## config.mk

```make
export PLATFORM = sky130hd
export DESIGN_NAME = sc_phase_sequencer
export DESIGN_NICKNAME = d
export VERILOG_FILES = /design/src/rtl/sc_ctrl_pkg.sv /design/src/rtl/sc_phase_timer.sv /design/src/rtl/sc_phase_sequencer.sv
export SDC_FILE = /design/constraint.sdc
export NUM_CORES = 1
export LEC_CHECK = 0
export CORE_AREA = 5 5 112 114
export DETAILED_ROUTE_END_ITERATION = 7
export DIE_AREA = 0 0 117 119
export PLACE_DENSITY = 0.61
export RECOVER_POWER = 50
export SLEW_MARGIN = 30
export SYNTH_ARGS = -nofsm -noshare
export SYNTH_HDL_FRONTEND = slang
export SYNTH_SLANG_ARGS = --single-unit
export TNS_END_PERCENT = 30
```

## constraint.sdc

```tcl
create_clock -name clk -period 5.6 [get_ports clk]
set_input_delay 1.12 -clock clk [delete_from_list [all_inputs] [get_ports clk]]
set_output_delay 1.12 -clock clk [all_outputs]
set_load 0.02 [all_outputs]
```

## src/rtl/sc_ctrl_pkg.sv

```systemverilog
`default_nettype none
// ============================================================================
// Package     : sc_ctrl_pkg
// Description : Shared types, default widths and helpers for the
//               switched-capacitor clock controllers.
// Revision    : 1.0  initial release
// ----------------------------------------------------------------------------
// Contents
//   CNT_W_DEF   default width of phase-length / dead-time fields
//   CYC_W_DEF   default width of the completed-cycle counter
//   sc_phase_e  phase-sequencer state encoding
//   eff_len()   maps a zero length to one, leaves all other lengths alone
// ============================================================================
package sc_ctrl_pkg;

   localparam int CNT_W_DEF = 8;
   localparam int CYC_W_DEF = 16;

   typedef enum logic [2:0] {
      IDLE = 3'd0,
      P1   = 3'd1,
      D12  = 3'd2,
      P2   = 3'd3,
      D21  = 3'd4
   } sc_phase_e;

   // Operates on a 32-bit container so controllers of any field width up to
   // 32 bits can share it; callers size the result back to their own width.
   function automatic logic [31:0] eff_len(input logic [31:0] x);
      return (x == 32'd0) ? 32'd1 : x;
   endfunction

endpackage
`default_nettype wire

```

## src/rtl/sc_phase_timer.sv

```systemverilog
`default_nettype none
// ============================================================================
// Module      : sc_phase_timer
// Description : Loadable down-counter that times one sequencer state.
//               The count sticks at 1 once reached; done is high while the
//               count equals 1, i.e. in the last cycle of the timed state.
// Revision    : 1.0  initial release
// ----------------------------------------------------------------------------
// Ports
//   clk          in   1      system clock, rising edge
//   rst_n        in   1      synchronous reset, active-low
//   load_i       in   1      load load_val_i at the next edge
//   load_val_i   in   CNT_W  value to load (expected >= 1)
//   cnt_nxt_o    out  CNT_W  counter value after the next edge
//   done_o       out  1      counter currently equals 1
// ============================================================================
module sc_phase_timer
   import sc_ctrl_pkg::*;
#(
   parameter int CNT_W = CNT_W_DEF
) (
   input  logic             clk,
   input  logic             rst_n,
   input  logic             load_i,
   input  logic [CNT_W-1:0] load_val_i,
   output logic [CNT_W-1:0] cnt_nxt_o,
   output logic             done_o
);

   logic [CNT_W-1:0] cnt_q;
   logic [CNT_W-1:0] cnt_d;

   always_comb begin
      cnt_d = cnt_q;
      if (load_i) begin
         cnt_d = load_val_i;
      end else if (cnt_q > CNT_W'(1)) begin
         cnt_d = cnt_q - CNT_W'(1);
      end
   end

   always_ff @(posedge clk) begin
      if (!rst_n) begin
         cnt_q <= '0;
      end else begin
         cnt_q <= cnt_d;
      end
   end

   // The next value is exported so the owner can decode registered outputs
   // that line up with the counter it will hold in the following cycle.
   assign cnt_nxt_o = cnt_d;
   assign done_o    = (cnt_q == CNT_W'(1));

endmodule
`default_nettype wire

```

## src/rtl/sc_phase_sequencer.sv

```systemverilog
`default_nettype none
// ============================================================================
// Module      : sc_phase_sequencer
// Description : Non-overlapping two-phase clock generator for a
//               switched-capacitor filter. Produces phi1/phi2, their
//               early-falling bottom-plate variants phi1e/phi2e, a sample
//               strobe per completed integrate cycle and a cycle counter.
//               Phase lengths, dead time and early-fall amount are
//               programmable and snapshotted at every cycle start.
// Revision    : 1.0  initial release
// ----------------------------------------------------------------------------
// Ports
//   clk          in   1      system clock, rising edge
//   rst_n        in   1      synchronous reset, active-low
//   en           in   1      run request, level sensitive
//   cfg_p1_len   in   CNT_W  phi1 high time (0 behaves as 1)
//   cfg_p2_len   in   CNT_W  phi2 high time (0 behaves as 1)
//   cfg_dead     in   CNT_W  non-overlap gap (0 behaves as 1)
//   cfg_early    in   CNT_W  cycles by which phiNe falls before phiN
//   phi1         out  1      sample phase
//   phi2         out  1      integrate phase
//   phi1e        out  1      early-falling phi1
//   phi2e        out  1      early-falling phi2
//   sample_strb  out  1      pulse in the first cycle after phi2 falls
//   busy         out  1      sequencer not idle
//   cycle_cnt    out  CYC_W  completed phi1+phi2 cycles, wrapping
// ============================================================================
module sc_phase_sequencer
   import sc_ctrl_pkg::*;
#(
   parameter int CNT_W = CNT_W_DEF,
   parameter int CYC_W = CYC_W_DEF
) (
   input  logic             clk,
   input  logic             rst_n,
   input  logic             en,
   input  logic [CNT_W-1:0] cfg_p1_len,
   input  logic [CNT_W-1:0] cfg_p2_len,
   input  logic [CNT_W-1:0] cfg_dead,
   input  logic [CNT_W-1:0] cfg_early,
   output logic             phi1,
   output logic             phi2,
   output logic             phi1e,
   output logic             phi2e,
   output logic             sample_strb,
   output logic             busy,
   output logic [CYC_W-1:0] cycle_cnt
);

   // eff_early = min(early, len-1); len is already clamped to >= 1 here.
   function automatic logic [CNT_W-1:0] clamp_early(input logic [CNT_W-1:0] early,
                                                    input logic [CNT_W-1:0] len);
      return (early > (len - CNT_W'(1))) ? (len - CNT_W'(1)) : early;
   endfunction

   // ------------------------------------------------------------------------
   // State and snapshot registers
   // ------------------------------------------------------------------------
   sc_phase_e        state_q, state_d;
   logic [CNT_W-1:0] p2_len_q, p2_len_d;
   logic [CNT_W-1:0] dead_q, dead_d;
   logic [CNT_W-1:0] early1_q, early1_d;
   logic [CNT_W-1:0] early2_q, early2_d;

   logic             phi1_q, phi2_q, phi1e_q, phi2e_q;
   logic             strb_q, busy_q;
   logic [CYC_W-1:0] cycle_cnt_q;

   // Clamped view of the live configuration inputs
   logic [CNT_W-1:0] p1_len_in, p2_len_in, dead_in;

   logic             snap;
   logic             cycle_done;

   logic             tmr_load;
   logic [CNT_W-1:0] tmr_load_val;
   logic [CNT_W-1:0] tmr_cnt_nxt;
   logic             tmr_done;

   always_comb begin
      p1_len_in = CNT_W'(eff_len(32'(cfg_p1_len)));
      p2_len_in = CNT_W'(eff_len(32'(cfg_p2_len)));
      dead_in   = CNT_W'(eff_len(32'(cfg_dead)));
   end

   // ------------------------------------------------------------------------
   // Next-state logic. Every state waits for the timer to reach 1; only the
   // exit from D21 consults en, so dropping en never shortens a phase.
   // ------------------------------------------------------------------------
   always_comb begin
      state_d = state_q;
      case (state_q)
         IDLE: if (en)       state_d = P1;
         P1:   if (tmr_done) state_d = D12;
         D12:  if (tmr_done) state_d = P2;
         P2:   if (tmr_done) state_d = D21;
         D21:  if (tmr_done) state_d = en ? P1 : IDLE;
         default:            state_d = IDLE;
      endcase
   end

   // P1 is only ever entered from IDLE or D21, so entering P1 is exactly the
   // cycle boundary at which the configuration is captured.
   assign snap       = (state_d == P1) && (state_q != P1);
   assign cycle_done = (state_q == P2) && (state_d == D21);

   always_comb begin
      p2_len_d = snap ? p2_len_in                             : p2_len_q;
      dead_d   = snap ? dead_in                               : dead_q;
      early1_d = snap ? clamp_early(cfg_early, p1_len_in)     : early1_q;
      early2_d = snap ? clamp_early(cfg_early, p2_len_in)     : early2_q;
   end

   // ------------------------------------------------------------------------
   // Timer reload on every state entry. P1 takes its length straight from
   // the inputs because its load coincides with the snapshot edge; later
   // states read the snapshot registers, which are settled by then.
   // ------------------------------------------------------------------------
   always_comb begin
      tmr_load     = (state_d != state_q) && (state_d != IDLE);
      tmr_load_val = '0;
      case (state_d)
         P1:       tmr_load_val = p1_len_in;
         D12, D21: tmr_load_val = dead_q;
         P2:       tmr_load_val = p2_len_q;
         default:  tmr_load_val = '0;
      endcase
   end

   sc_phase_timer #(
      .CNT_W (CNT_W)
   ) u_timer (
      .clk        (clk),
      .rst_n      (rst_n),
      .load_i     (tmr_load),
      .load_val_i (tmr_load_val),
      .cnt_nxt_o  (tmr_cnt_nxt),
      .done_o     (tmr_done)
   );

   // ------------------------------------------------------------------------
   // FSM registers and registered output decode. Outputs are decoded from
   // the next state so each phi changes on the same edge as the state, with
   // no combinational path from any input to a switch gate.
   // The timer's next value counts down len..1 across a phase; phiNe stays
   // high while that count exceeds eff_early, i.e. for len-eff_early cycles.
   // ------------------------------------------------------------------------
   always_ff @(posedge clk) begin
      if (!rst_n) begin
         state_q     <= IDLE;
         p2_len_q    <= '0;
         dead_q      <= '0;
         early1_q    <= '0;
         early2_q    <= '0;
         phi1_q      <= 1'b0;
         phi2_q      <= 1'b0;
         phi1e_q     <= 1'b0;
         phi2e_q     <= 1'b0;
         strb_q      <= 1'b0;
         busy_q      <= 1'b0;
         cycle_cnt_q <= '0;
      end else begin
         state_q  <= state_d;
         p2_len_q <= p2_len_d;
         dead_q   <= dead_d;
         early1_q <= early1_d;
         early2_q <= early2_d;

         phi1_q   <= (state_d == P1);
         phi2_q   <= (state_d == P2);
         phi1e_q  <= (state_d == P1) && (tmr_cnt_nxt > early1_d);
         phi2e_q  <= (state_d == P2) && (tmr_cnt_nxt > early2_d);
         strb_q   <= cycle_done;
         busy_q   <= (state_d != IDLE);

         if (cycle_done) begin
            cycle_cnt_q <= cycle_cnt_q + CYC_W'(1);
         end
      end
   end

   assign phi1        = phi1_q;
   assign phi2        = phi2_q;
   assign phi1e       = phi1e_q;
   assign phi2e       = phi2e_q;
   assign sample_strb = strb_q;
   assign busy        = busy_q;
   assign cycle_cnt   = cycle_cnt_q;

endmodule
`default_nettype wire
```

### Yosys cells after proc, flatten, opt, wreduce, memory -nomap -nowiden

Cells that the tools add are included.

| storage, ports and cells | value |
|---|---|
| bits in registers | 65 |
| logic and storage cells | 61 |

| operators by class | value |
|---|---|
| add/sub/neg operators | 4 |
| $lt $le $gt $ge | 5 |
| eq/ne operators | 11 |
| multiplexer cells | 17 |
| reduce and logical (&&, ||, !) cells | 11 |

Operators with widths:

| operator | count |
|---|---|
| $mux 8 | 9 |
| $gt 8x8->1 | 4 |
| $logic_not 8->1 | 3 |
| $pmux 8 s3 | 1 |
| $sub 8x1->8 const B | 3 |
| $add 16x1->16 const B | 1 |
| $mux 3 | 5 |
| $pmux 3 s5 | 1 |
| $eq 3x2->1 const B | 4 |
| $eq 8x1->1 const B | 1 |
| $gt 8x1->1 const B | 1 |
| $eq 3x1->1 const B | 2 |
| $eq 3x3->1 const B | 2 |
| $logic_and 1x1->1 | 5 |
| $logic_not 3->1 | 1 |
| $ne 3x1->1 const B | 1 |
| $ne 3x3->1 | 1 |
| $reduce_bool 3->1 | 1 |
| $reduce_or 2->1 | 1 |
| $mux 1 | 1 |

### Longest topological paths before layout

Gate-level depths: netlist of run 1.

| depth | value |
|---|---|
| depth after elaboration | 9 |
| mapped depth | 20 |
| depth with buffers taken out | 19 |

### Hierarchy

Synthesis of run 1 repeated with hierarchy kept, for this count alone.

| second synthesis, totals | value |
|---|---|
| cell total of the unflattened synthesis | 569 |
| area total of the unflattened synthesis | 4613.2 sq um |

By module, submodules not included:

| module | instances | cells each | area an instance (sq um) | sequential area each (sq um) |
|---|---|---|---|---|
| sc_phase_sequencer | 1 | 490 | 4011.3 | 1141.1 |
| sc_phase_timer | 1 | 79 | 601.8 | 160.2 |

### Least setup slack after synthesis of run 1

Ideal clock, no wire load.

| path | value |
|---|---|
| path type | input -> register |
| start point | in cfg_p2_len[3] |
| end point | reg phi2e_q, in the netlist phi2e |
| arrival time | 4.487 ns |
| required time | 5.484 ns |
| setup slack | 0.996 ns |
| stages | 20 |
| path through | nor3_1 > a31oi_1 > ha_1 > nor3b_1 > xnor2_1 > ha_1 > nand4_1 > or2_2 > clkbuf_1 > o21a_1 > buf_1 > nand2b_1 > a31o_2 > ha_1 > nor2b_1 > o21ai_0 > nand2b_1 > a21oi_1 > o21ai_0 > o211a_1 |

| on the way | value |
|---|---|
| word-level cells in the longest chain between the ends | 8 |

Ends and longest elaborated chain:

| item | line | source |
|---|---|---|
| from (decl) | sc_phase_sequencer.sv:38 | `input logic [CNT_W-1:0] cfg_p2_len,` |
| $logic_not 8->1 | sc_ctrl_pkg.sv:30 | `return (x == 32'd0) ? 32'd1 : x;` |
| $mux 8 * | sc_ctrl_pkg.sv:30 |  |
| $sub 8x1->8 * | sc_phase_sequencer.sv:53 | `return (early > (len - CNT_W'(1))) ? (len - CNT_W'(1)) : early;` |
| $gt 8x8->1 | sc_phase_sequencer.sv:53 |  |
| $mux 8 * | sc_phase_sequencer.sv:53 |  |
| $mux 8 * | sc_phase_sequencer.sv:111 | `early2_d = snap ? clamp_early(cfg_early, p2_len_in) : early2_q;` |
| $gt 8x8->1 * | sc_phase_sequencer.sv:172 | `phi2e_q <= (state_d == P2) && (tmr_cnt_nxt > early2_d);` |
| $logic_and 1x1->1 * | sc_phase_sequencer.sv:172 |  |
| to (signal assigned) | sc_phase_sequencer.sv:172 |  |
| to (decl) | sc_phase_sequencer.sv:65 | `logic phi1_q, phi2_q, phi1e_q, phi2e_q;` |

Every way passes the cells marked *; elsewhere a longest branch is shown, timed or not.
A chain may end at the register's enable or synchronous reset.

### Final worst setup path of run 1

| path | value |
|---|---|
| start point | in cfg_p2_len[6] |
| end point | reg phi2e_q, in the netlist phi2e |

The elaborated chain is that of the path after synthesis.

==> run_results.csv, run 1 <==
group,metric,value,unit
finish,num_antenna_cells,0,
route,vias,3959,
critical_path,crit_path_end_kind,"register",
yosys,ys_ff_latch,65,
floorplanning,die_area,0.0139,mm2
place,gp_congestion,0.892,
floorplanning,start_util,38.6,%
yosys,yosysSeqAreaShare,29.7,%
critical_path,crit_type,"input port to register",
yosys,synthAdderAreaFrac,10.3,%
clocking,clkSinkCount,65,
route,dr.pass1.iters,5,
critical_path,path_common_cell,"ha_1",
timing,relSlewSlack,5.45,%
global_routing,grt_pass1_wl,18.5,mm
route,ant_nets,0,
timing,rsz0062_at_grt,"no",
critical_path,rr_startpoint,"u_timer.cnt_q[0]$_SDFF_PN0_",
critical_path,setup.worst_path.start_class,"input port",
global_routing,grt_pass1_vias,3734,
yosys,syn_area,0.00437,mm2
critical_path,cp_slowest_cell,"clkdlybuf4s50_1",
clocking,cts_tree,"built",
global_routing,antenna_found_initial,0,
critical_path,worstReg2RegEnd,"phi2e$_SDFF_PN0_",
clocking,cts.htree.levels,3,
route,post-route-drc-count,0,
power_and_ir_drop,ir_drop,184,uV
run,max-cap-violations,0,
finish,drive_gt1_share,8.61,%
critical_path,worstPathCellList,"clkdlybuf4s50_1 -> nor2_1 -> a31oi_1 -> ha_1 -> nor3b_1 -> xnor2_1 -> ha_1 -> nand4_1 -> or2_2 -> o21a_1 -> nand2b_1 -> a31o_2 -> ha_1 -> nor2b_1 -> o21ai_0 -> nand2b_1 -> a21oi_1 -> o21ai_0 -> o211a_1",
yosys,synth_ff_type,"dfxtp_1",
yosys,synth_mux_area_share,3.29,%
timing,period_share,93.7,%
critical_path,max_stage_delay,0.58,ns
yosys,synth_top_family_by_area,"simple AND/OR/NAND/NOR gates",
timing,tightest_slew,1.42,ns
place,dpl.hpwl,8.70,mm
min_path,hold_class,"register to register",
yosys,synthesis.nets,588,
clocking,clock-root-buffer,"clkbuf_16",
yosys,synth_warnings,0,
critical_path,arrival,5.47,ns
power_and_ir_drop,powerDensity,405,mW/mm2
clocking,cts_buffers,9,
yosys,synth-simple-area-share,26.2,%
place,port_buffers,56,
yosys,synth_cells,517,
clocking,cts_setup_buffers,0,
min_path,holdPathEnd,"p2_len_q[1]$_SDFFE_PN0P_",
clocking,post_cts_resized,0,
critical_path,crit_required,5.82,ns
critical_path,rr_worst_depth,12,
clocking,clkTransAtPathRegs,0.06,ns
power_and_ir_drop,leakagePower,2.22,nW
critical_path,r2r_setup_slack,1.73,ns
min_path,min-delay-start,"p2_len_q[1]$_SDFFE_PN0P_",
route,routed_wl,11.3,mm
clocking,cts.path.max_buffers,2,
yosys,async_reset_ff_share,0,%
yosys,synth_edf_count,0,
critical_path,critical_path.top_delay_family,"compound AO/OA/AOI/OAI gates",
route,route.detailed.wl_per_inst,15.9,um
timing,fmax,191,MHz
finish,area_delta_synth_final,22.3,%
timing,finalSetupViolations,0,
run_status,status,"completed",
timing,drv_slew,0,
finish,final_util,47.3,%
critical_path,critPathMaxFanout,9,
floorplanning,fp.coreArea,0.0113,mm2
global_routing,overflow,0,
timing,finClkSkew,0.00625,ns
clocking,clk_latency,0.33,ns
finish,final_nets,635,
yosys,synthXorXnorAreaFrac,4.00,%
timing,layout_min_cycle_time,5.25,ns
yosys,synth_compound_area_share,22.3,%
yosys,synth.distinct_cells,68,
route,drtIter0Drc,232,
yosys,avgSynthCellArea,8.46,um2
min_path,whs_path_depth,2,
global_routing,grt_use_total,16.7,%
critical_path,worst-path-buf-inv,1,
floorplanning,die_y,119,um
timing,hold_viol_final,0,
floorplanning,rows,39,
floorplanning,ios,57,
timing,tns,0,ns
floorplanning,die_w,117,um
finish,fillers,1079,
clocking,ctsHoldBuffers,0,
route,via_per_inst,5.56,
global_routing,grt_max_degree,40,
-- power by group --
part           internal, mW  switching, mW  total, mW
registers             0.527         0.0522      0.579
logic                 0.391          0.536      0.927
clock network         0.439          0.223      0.663
-- how the worst max path moves through the flow --
stage,startpoint,endpoint,slack (ns),depth (start not counted)
2_1_floorplan,cfg_p2_len[3],phi2e$_SDFF_PN0_,1.0,20
3_3_place_gp,cfg_p2_len[2],phi2e$_SDFF_PN0_,0.20,19
3_5_place_dp,cfg_p2_len[6],phi2e$_SDFF_PN0_,0.03,19
6_report,cfg_p2_len[6],phi2e$_SDFF_PN0_,0.35,19
5_1_grt,cfg_p2_len[3],phi2e$_SDFF_PN0_,0.08,19
4_1_cts,cfg_p2_len[6],phi2e$_SDFF_PN0_,0.39,18
-- Yosys cell counts, types with 3 or more instances --
cell | count | area (um2)
nor3_2 | 6 | 60.1
xor2_1 | 13 | 114
and3_1 | 6 | 37.5
nand3_1 | 8 | 40.0
nand2b_1 | 6 | 37.5
and2_1 | 31 | 194
dfxtp_1 | 65 | 1300
nor2b_1 | 7 | 43.8
o21a_1 | 4 | 30.0
a21o_1 | 10 | 75.1
or3_1 | 6 | 37.5
nand3b_1 | 3 | 22.5
nand2_1 | 59 | 221
a211oi_1 | 4 | 30.0
a22o_1 | 5 | 43.8
o211a_1 | 4 | 40.0
o211ai_1 | 5 | 37.5
nor2_1 | 29 | 109
ha_1 | 36 | 450
nor3_1 | 10 | 50.1
a31oi_1 | 7 | 43.8
a21oi_1 | 27 | 135
nand4_1 | 11 | 68.8
xnor2_1 | 7 | 61.3
a21boi_0 | 26 | 195
or4_1 | 3 | 22.5
mux2i_1 | 11 | 110
inv_1 | 10 | 37.5
nor3b_1 | 3 | 22.5
o21ai_0 | 24 | 120
mux2_2 | 3 | 33.8
o221ai_1 | 7 | 61.3
clkbuf_1 | 16 | 60.1
-- cell type report --
type | instances | area [um2] | share of cell area [%]
multi-input combinational | 418 | 2900 | 54.1
sequential | 65 | 1300 | 24.3
timing repair buffer | 60 | 587 | 11.0
clock buffer | 9 | 225 | 4.21
tap | 143 | 179 | 3.34
clock inverter | 7 | 125 | 2.34
inverter | 10 | 37.5 | 0.701
-- through the flow --
step	hold slack (ns)	cell area, um2	total power [mW]	setup slack, ns	cells
3_5_place_dp	0.460	5000	1.51	0.0283	696
3_3_place_gp	0.453	5000	1.49	0.201	696
6_report	0.465	5350	2.17	0.353	712
4_1_cts	0.470	5360	2.19	0.391	712
2_1_floorplan	0.439	4370	1.28	0.996	517
5_1_grt	0.498	5350	2.33	0.0773	712
-- state kept, by name, indices dropped and copies added (netlist names) --
signal,flops
cycle_cnt,16
dead_q,8
early1_q,8
early2_q,8
p2_len_q,8
u_timer.cnt_q,8
state_q,3
busy,1
phi1,1
phi1e,1
phi2,1
phi2e,1
sample_strb,1
-- placed cells by master, fill, tap and decap left out, types with 9 or more instances in the layout --
| cell type | netlist | final |
|---|---|---|
| clkbuf_16 | 0 | 9 |
| a21o_1 | 10 | 10 |
| dlygate4sd3_1 | 0 | 23 |
| a21oi_1 | 27 | 27 |
| clkdlybuf4s50_1 | 0 | 33 |
| dfxtp_1 | 65 | 65 |
| o21ai_0 | 24 | 25 |
| ha_1 | 36 | 36 |
| nand2_1 | 59 | 59 |
| a21boi_0 | 26 | 27 |
| and2_1 | 31 | 24 |
| xor2_1 | 13 | 13 |
| nand4_1 | 11 | 11 |
| nor2_1 | 29 | 28 |
| inv_1 | 10 | 10 |
| mux2i_1 | 11 | 11 |
| nor3_1 | 10 | 10 |
-- per-layer routing --
metal | part of all wire (%) | global-route usage, % | vias up | routed length, um
met5 | 0 | 0 | - | 0
met2 | 44 | 25.2 | 111 | 5020
met1 | 47 | 23.3 | 1855 | 5350
met3 | 6.8 | 3.25 | 13 | 769
met4 | 1.8 | 6.45 | 0 | 201
li1 | - | - | 1980 | -
-- cell families (layout without fill, tap and decap cells) --
family / Yosys count / in the layout
and+or+nand+nor: 206 / 206
AOI/OAI and AO/OA: 142 / 142
DFF: 65 / 65
adders and majority gates: 36 / 36
buffers and inverters: 34 / 86
xor gates and xnor gates: 20 / 20
muxes: 14 / 14
-- worst reg2reg max path, cell delays in order (launching register included) --
cell and delay, ns:
dfxtp_1 0.41, ha_1 0.26, nor4b_1 0.53, a21boi_1 0.26, nor2_4 0.64, o221ai_1 0.38
and2_1 0.26, ha_1 0.30, a21o_1 0.17, a21o_1 0.17, a21oi_1 0.15, o21ai_0 0.11
o211a_1 0.13
(Power assumes the default switching activity.)
==> run 2: changes to the inputs <==
==> constraint.sdc (replaced) <==
create_clock -name clk -period 6.5 [get_ports clk]
set_input_delay 1.3 -clock clk [delete_from_list [all_inputs] [get_ports clk]]
set_output_delay 1.3 -clock clk [all_outputs]
set_load 0.02 [all_outputs]
==> run 2 against run 1 <==
  * The flow now finishes with violations (max-capacitance violations, max-slew violations)
  * Die area stayed put
  * Worst hold slack better by 0.0021 ns
  * Count of clock-buffer cells in the layout is 1 higher
  * Core utilization is 0.10 points higher
  * Flip-flop and latch count stayed put
  * Wire length is 1.8% higher
  * Clock power is 7.1% lower
  * Non-clock buffer count is 2 lower
  * First-iteration DRC count is 12% lower
  * Via count is 0.28% lower
  * Global-route usage is 0.18 points higher
  * Cell area is 0.21% higher
==> run_results.csv, run 2 (synthesized netlist as in run 1, its figures left out) <==
group,metric,value,unit
floorplanning,die_y,119,um
place,dpl.hpwl,8.71,mm
clocking,post_cts_resized,0,
run,max-cap-violations,1,
finish,final_util,47.4,%
global_routing,grt_max_degree,64,
critical_path,critPathMaxFanout,9,
finish,num_antenna_cells,0,
floorplanning,die_area,0.0139,mm2
power_and_ir_drop,total_power,1.92,mW
route,via_per_inst,5.56,
timing,period_share,84.7,%
min_path,hold_class,"register to register",
timing,tns,0,ns
route,ant_nets,0,
power_and_ir_drop,ir_drop,124,uV
finish,area_delta_synth_final,22.6,%
finish,drive_gt1_share,8.47,%
floorplanning,die_w,117,um
floorplanning,ios,57,
place,port_buffers,56,
global_routing,overflow,0,
global_routing,grt_pass1_wl,18.7,mm
floorplanning,start_util,38.6,%
route,post-route-drc-count,0,
clocking,clk_latency,0.33,ns
floorplanning,fp.coreArea,0.0113,mm2
route,route.detailed.wl_per_inst,16.3,um
timing,rsz0062_at_grt,"no",
timing,worst_slack,0.995,ns
route,routed_wl,11.5,mm
power_and_ir_drop,leakagePower,2.22,nW
clocking,ctsHoldBuffers,0,
clocking,cts_buffers,9,
finish,layout_common_cells,"dfxtp_1, nand2_1, ha_1, clkdlybuf4s50_1, nor2_1",
timing,finClkSkew,0.00680,ns
critical_path,setup.worst_path.start_class,"input port",
run_status,status,"finished with violations",
finish,instances_no_fill,710,
place,gp_congestion,0.917,
clocking,cts.htree.levels,3,
critical_path,crit_path_end_kind,"register",
route,vias,3948,
clocking,cts_setup_buffers,0,
place,dp_cells,694,
critical_path,arrival,5.72,ns
route,drtIter0Drc,204,
timing,hold_viol_final,0,
clocking,cts.path.max_buffers,2,
finish,largest_register_ffs,16,
timing,layout_min_cycle_time,5.51,ns
timing,fmax,182,MHz
finish,final_common_cell,"dfxtp_1",
clocking,cts_tree,"built",
route,dr.pass1.iters,4,
timing,relSlewSlack,-53.8,%
clocking,clkSinkCount,65,
clocking,clock-root-buffer,"clkbuf_16",
timing,tightest_slew,2.31,ns
power_and_ir_drop,powerDensity,359,mW/mm2
clocking,clkTransAtPathRegs,0.06,ns
global_routing,grt_pass1_vias,3782,
timing,finalSetupViolations,0,
timing,drv_slew,64,
run_status,failed_checks,"max-capacitance violations, max-slew violations",
critical_path,crit_type,"input port to register",
critical_path,crit_required,6.72,ns
global_routing,antenna_found_initial,0,
floorplanning,rows,39,
global_routing,grt_use_total,16.9,%
place,pre_cts_ws,0.693,ns
finish,final_nets,633,
==> run 2: worst paths after layout <==
check                                  end                   startpoint  slack [ns]  cells after the start
setup / recovery          phi2e$_SDFF_PN0_                cfg_p2_len[3]        0.99                     20
hold / removal    p2_len_q[3]$_SDFFE_PN0P_     p2_len_q[3]$_SDFFE_PN0P_        0.47                      2
hold reg to reg   p2_len_q[3]$_SDFFE_PN0P_     p2_len_q[3]$_SDFFE_PN0P_        0.47                      2
setup reg to reg          phi2e$_SDFF_PN0_  u_timer.cnt_q[0]$_SDFF_PN0_        2.58                     12
==> run 2: metrics by stage <==
stage / area, um2 / hold WS (ns)
finish: 5360 / 0.467
detailed placement: 4990 / 0.457
global placement: 4990 / 0.452
floorplan: 4370 / 0.439
global route: 5360 / 0.494
CTS: 5370 / 0.464
==> run 2: routing by layer <==
layer	wire length, um	share of wire (%)	vias up	global-route usage (%)
met5	0	0	-	0
met4	178	1.5	0	5.73
met3	661	5.7	12	3.65
met2	5210	45	108	26.5
met1	5490	48	1857	22.8
li1	-	-	1971	-
==> run 2: area by class of cell <==
cell class              count  area [um2]
fillers                  1125        5960
well taps                 143         179
flip-flops and latches     65        1300
clock inverters             6         138
repair buffers             58         572
clock buffers              10         239
multi-input cells         418        2900
inverters                  10        37.5
==> run 2: critical path: stages <==
cell and delay [ns]:
clkdlybuf4s50_1 0.52, nor3_1 0.40, a31oi_1 0.28, ha_1 0.32, nand3b_1 0.12, xor2_1 0.24, ha_1 0.30, a21oi_1 0.16
nand2_1 0.06, a21o_1 0.18, o21a_1 0.28, nand2b_1 0.20, a31o_2 0.27, ha_1 0.31, nor2b_1 0.13, o21ai_0 0.15
nand2b_1 0.08, a21oi_1 0.18, o21ai_0 0.11, o211a_1 0.14
==> run 2: power breakdown <==
group,switching [mW],internal [mW]
registers,0.0444,0.454
clock network,0.190,0.426
logic,0.471,0.338
